===== src/rtl/fifo_stream_reader.sv =====
// Read-side adapter: pops a registered-output FIFO and re-presents its words as a
// valid/ready stream through a 2-entry skid buffer that absorbs the read latency.
module fifo_stream_reader #(
    parameter int DATA_W = 8,
    parameter int CNT_W  = 16
) (
    input  logic              clk,
    input  logic              rst,
    input  logic              enable,
    input  logic              fifo_rempty,
    input  logic [DATA_W-1:0] fifo_rdata,
    output logic              fifo_r_en,
    output logic              m_valid,
    output logic [DATA_W-1:0] m_data,
    input  logic              m_ready,
    output logic              busy,
    output logic [CNT_W-1:0]  pop_count
);

    logic [DATA_W-1:0] buf_mem [2];
    logic              head;
    logic              tail;
    logic [1:0]        occ;
    logic              inflight;
    logic              xfer;
    logic [1:0]        committed;

    assign m_valid = (occ != 2'd0);
    assign m_data  = buf_mem[head];
    assign xfer    = m_valid & m_ready;
    assign busy    = m_valid | inflight;

    // Slots still claimed once this cycle's transfer leaves; occ + inflight never exceeds 2.
    assign committed = occ + {1'b0, inflight} - {1'b0, xfer};
    assign fifo_r_en = rst & enable & ~fifo_rempty & (committed < 2'd2);

    always_ff @(posedge clk or negedge rst) begin
        if (!rst) begin
            for (int unsigned i = 0; i < 2; i++) begin
                buf_mem[i] <= '0;
            end
            head      <= 1'b0;
            tail      <= 1'b0;
            occ       <= '0;
            inflight  <= 1'b0;
            pop_count <= '0;
        end else begin
            inflight <= fifo_r_en;
            if (inflight) begin
                buf_mem[tail] <= fifo_rdata;
                tail          <= ~tail;
            end
            if (xfer) begin
                head      <= ~head;
                pop_count <= pop_count + 1'b1;
            end
            if (inflight && !xfer) begin
                occ <= occ + 2'd1;
            end else if (!inflight && xfer) begin
                occ <= occ - 2'd1;
            end
        end
    end

endmodule


===== config.mk =====
export PLATFORM = sky130hd
export DESIGN_NAME = fifo_stream_reader
export DESIGN_NICKNAME = d
export VERILOG_FILES = /design/src/rtl/fifo_stream_reader.sv
export SDC_FILE = /design/constraint.sdc
export NUM_CORES = 1
export LEC_CHECK = 0
export ABC_AREA = 0
export CAP_MARGIN = 20
export CORE_ASPECT_RATIO = 0.5
export CORE_MARGIN = 4
export CORE_UTILIZATION = 40
export CTS_CLUSTER_DIAMETER = 60
export DETAILED_ROUTE_END_ITERATION = 12
export PLACE_DENSITY = 0.72
export SLEW_MARGIN = 20
export SYNTH_ARGS = -nofsm -noshare
export SYNTH_HDL_FRONTEND = slang
export SYNTH_SLANG_ARGS = --single-unit

===== constraint.sdc =====
create_clock -name clk -period 1.95 [get_ports clk]
set_input_delay 0.39 -clock clk [delete_from_list [all_inputs] [get_ports clk]]
set_output_delay 0.39 -clock clk [all_outputs]
set_load 0.01 [all_outputs]

==> metrics <==
PortBufs=39; violated checks=setup timing; Worst Path Max Fanout=2; drt via density=4.756; clock-pin transition on the worst setup and hold timing paths=approximately 0.07 ns; syn avg cell area=13.20 um2; max-cap violation count=0; DRC=0; Worst Tran Pin Value=~0.46 ns; Setup Viol. Count Final=1; CTS Buf Count=5; worst hold path class=input pin to asynchronous set/reset pin; antenna fix cells=0; initial antenna violation count=0; reg2reg setup slack=0.52 ns; Final period util=1.034; Gate Count Post-Synth=126; critical path cell sequence=o21ai_4 > inv_2 > ha_4 > nor2b_2 > xnor2_1 > nor3_2 > buf_2; FF-to-FF Start=pop_count[0]; sequential area share after synthesis=0.5568; WS Path Type=flip-flop to output pin; fin nets=195; pre-CTS setup slack=-0.7174 ns; Hold Violations, Final=0; Clock Path Buffers=2; Worst EP arrival=1.63 ns; largest net degree at the start of global routing=38; I/O pin count=40; final slew viol count=0; Vias=1113; Final min period=2.017 ns; vias in the first global route=1104; hold_buf cts=0; CTS tree=yes; Worst slew margin=0.6958; CP delay by family, top=flip-flops; area grow syn2layout=37.10%; Syn Nets=142; post-synthesis instance area=1663 um2; drt initial violations=28; Overflow after GRT=0; total leakage power=1.039 nW; Max Freq=0.4959 GHz; CP max stage delay=0.41 ns; r2r worst-path depth=5; reg-to-reg endpoint=pop_count[12]; drt total wl=approximately 3100 um; Die Span Y=53.59 um; row cnt=16; GRT Resource Usage Total=0.1262; fin util=0.5780; Worst Path Buf+Inv=2; most frequent cells in the layout=dfrtp_1, clkdlybuf4s50_1, mux2_2; Power, Total=approximately 3.1 mW; outcome=complete, but fails checks; clock sinks=37; power per cell area=between 1000 and 1500 nW/um2; Initial Utilization=0.4216; WP data required=1.56 ns; Detailed Place HPWL=2279 um; clock skew=0.004141 ns; Min Hold Slack=~0.17 ns; Final WS setup=-0.06673 ns; first-pass GRT wire length=approximately 5200 um; commonest non-fill, non-tap cell in the layout=dfrtp_1; htree depth=2; Root Buffer=clkbuf_8; FF+latch count, synth=37; Post-DRT Antenna Nets=0; post-synthesis cell type count=23; CP Launch Type=flip-flop; Crit. End Element=output pin; Die ar.=5315 um2; yosys warns=0; layout cell share with drive strength beyond 1=0.3111; clk_lat worst skew=0.28 ns; Core Region=around 3900 um2; worst IR drop on VDD=481.4 uV; placer congestion estimate=0.7074; first-pass iteration count of the detailed router=4; Die Span X=between 90 and 100 um; unrepaired setup endpoints after global routing=true; routed len/inst=13.37 um; CP max-delay cell=dfrtp_1
## through the flow
stage	TNS, ns	std cells	cell area [um2]
CTS	-0.09633	234	2272
detailed placement	-0.7174	225	2178
floorplan	0	126	1680
finish	-0.06673	234	2280
global placement	-0.6612	225	2178
global route	-0.1500	234	2280
## routing by layer
metal  global-route usage  up-vias  share of wire
li1                     -      538              -
met1               0.1671      555           0.49
met2               0.2022       18           0.46
met3              0.04269        2          0.039
met4              0.03401        0         0.0067
met5                    0        -              0
## repair_timing
action	in CTS	in global routing
gates resized for setup	17	1
pin swaps	1	0
hold endpoints to repair	0	0
buffers inserted	1	0
endpoints found under the setup margin	11	1
## power breakdown
group / switching, mW / internal (mW) / total (mW) / leakage, nW
clock: 0.271 / 0.320 / 0.591 / 0.0542
sequential: 0.223 / 1.04 / 1.27 / 0.464
combinational: 0.500 / 0.769 / 1.27 / 0.521
total: 0.994 / 2.13 / 3.12 / 1.04
## cells by family after synthesis
kind of cell,count (synthesis),synth area share
compound gates,2,0.01505
buf+inv,5,0.01806
flops,37,0.5568
xor+xnor,22,0.1159
mux,24,0.1625
simple gates,33,0.1091
fa+ha+maj,3,0.02258
## worst max path at each step
stage / startpoint / endpoint / slack [ns] / cells after the start
6_report: occ[0] / fifo_r_en / -0.07 / 7
5_1_grt: occ[0] / fifo_r_en / -0.15 / 7
4_1_cts: occ[0] / fifo_r_en / -0.1 / 7
3_5_place_dp: m_ready / fifo_r_en / -0.72 / 8
3_3_place_gp: m_ready / fifo_r_en / -0.66 / 8
2_1_floorplan: occ[0] / fifo_r_en / 0.005 / 7
## flip-flops by register name, summed over array words and instances, names as in the netlist
| name | cells |
|---|---|
| tail | 1 |
| occ | 2 |
| pop_count | 16 |
| inflight | 1 |
| head | 1 |
| buf_mem | 16 |
## final cells by class
cell class / count / area, um2
Fill cell: 339 / 1664
Sequential cell: 37 / 927.1
Multi-Input combinational cell: 84 / 734.5
Timing Repair Buffer: 49 / 441.7
Clock buffer: 7 / 96.34
Tap cell: 54 / 67.56
Inverter: 2 / 7.507
Clock inverter: 1 / 5.005
## worst register-to-register path, cell delays in order (launching register included)
cell	delay [ns]
dfrtp_1	0.40
ha_1	0.22
o2111ai_1	0.14
nor2_1	0.27
nand4_1	0.15
xnor2_1	0.14
## cell usage after synthesis
library cell | number | area [um2]
mux2_2 | 24 | 270.3
nand4_2 | 1 | 12.51
clkbuf_1 | 1 | 3.750
buf_4 | 1 | 7.510
nor2b_1 | 1 | 6.260
o21ai_4 | 1 | 16.27
or3_1 | 1 | 6.260
ha_1 | 3 | 37.54
nor3_1 | 1 | 5.000
nor2_2 | 1 | 6.260
nand2_1 | 10 | 37.54
nor2_1 | 4 | 15.01
dfrtp_1 | 37 | 925.9
nand4_1 | 2 | 12.51
buf_6 | 1 | 11.26
inv_1 | 2 | 7.510
and3_1 | 5 | 31.28
o2111ai_1 | 1 | 8.760
xnor2_1 | 14 | 122.6
nor3_4 | 1 | 16.27
nand3_1 | 4 | 20.02
xor2_1 | 8 | 70.07
or2_2 | 2 | 12.51
Note: power is estimated with default switching activity, not from simulation.
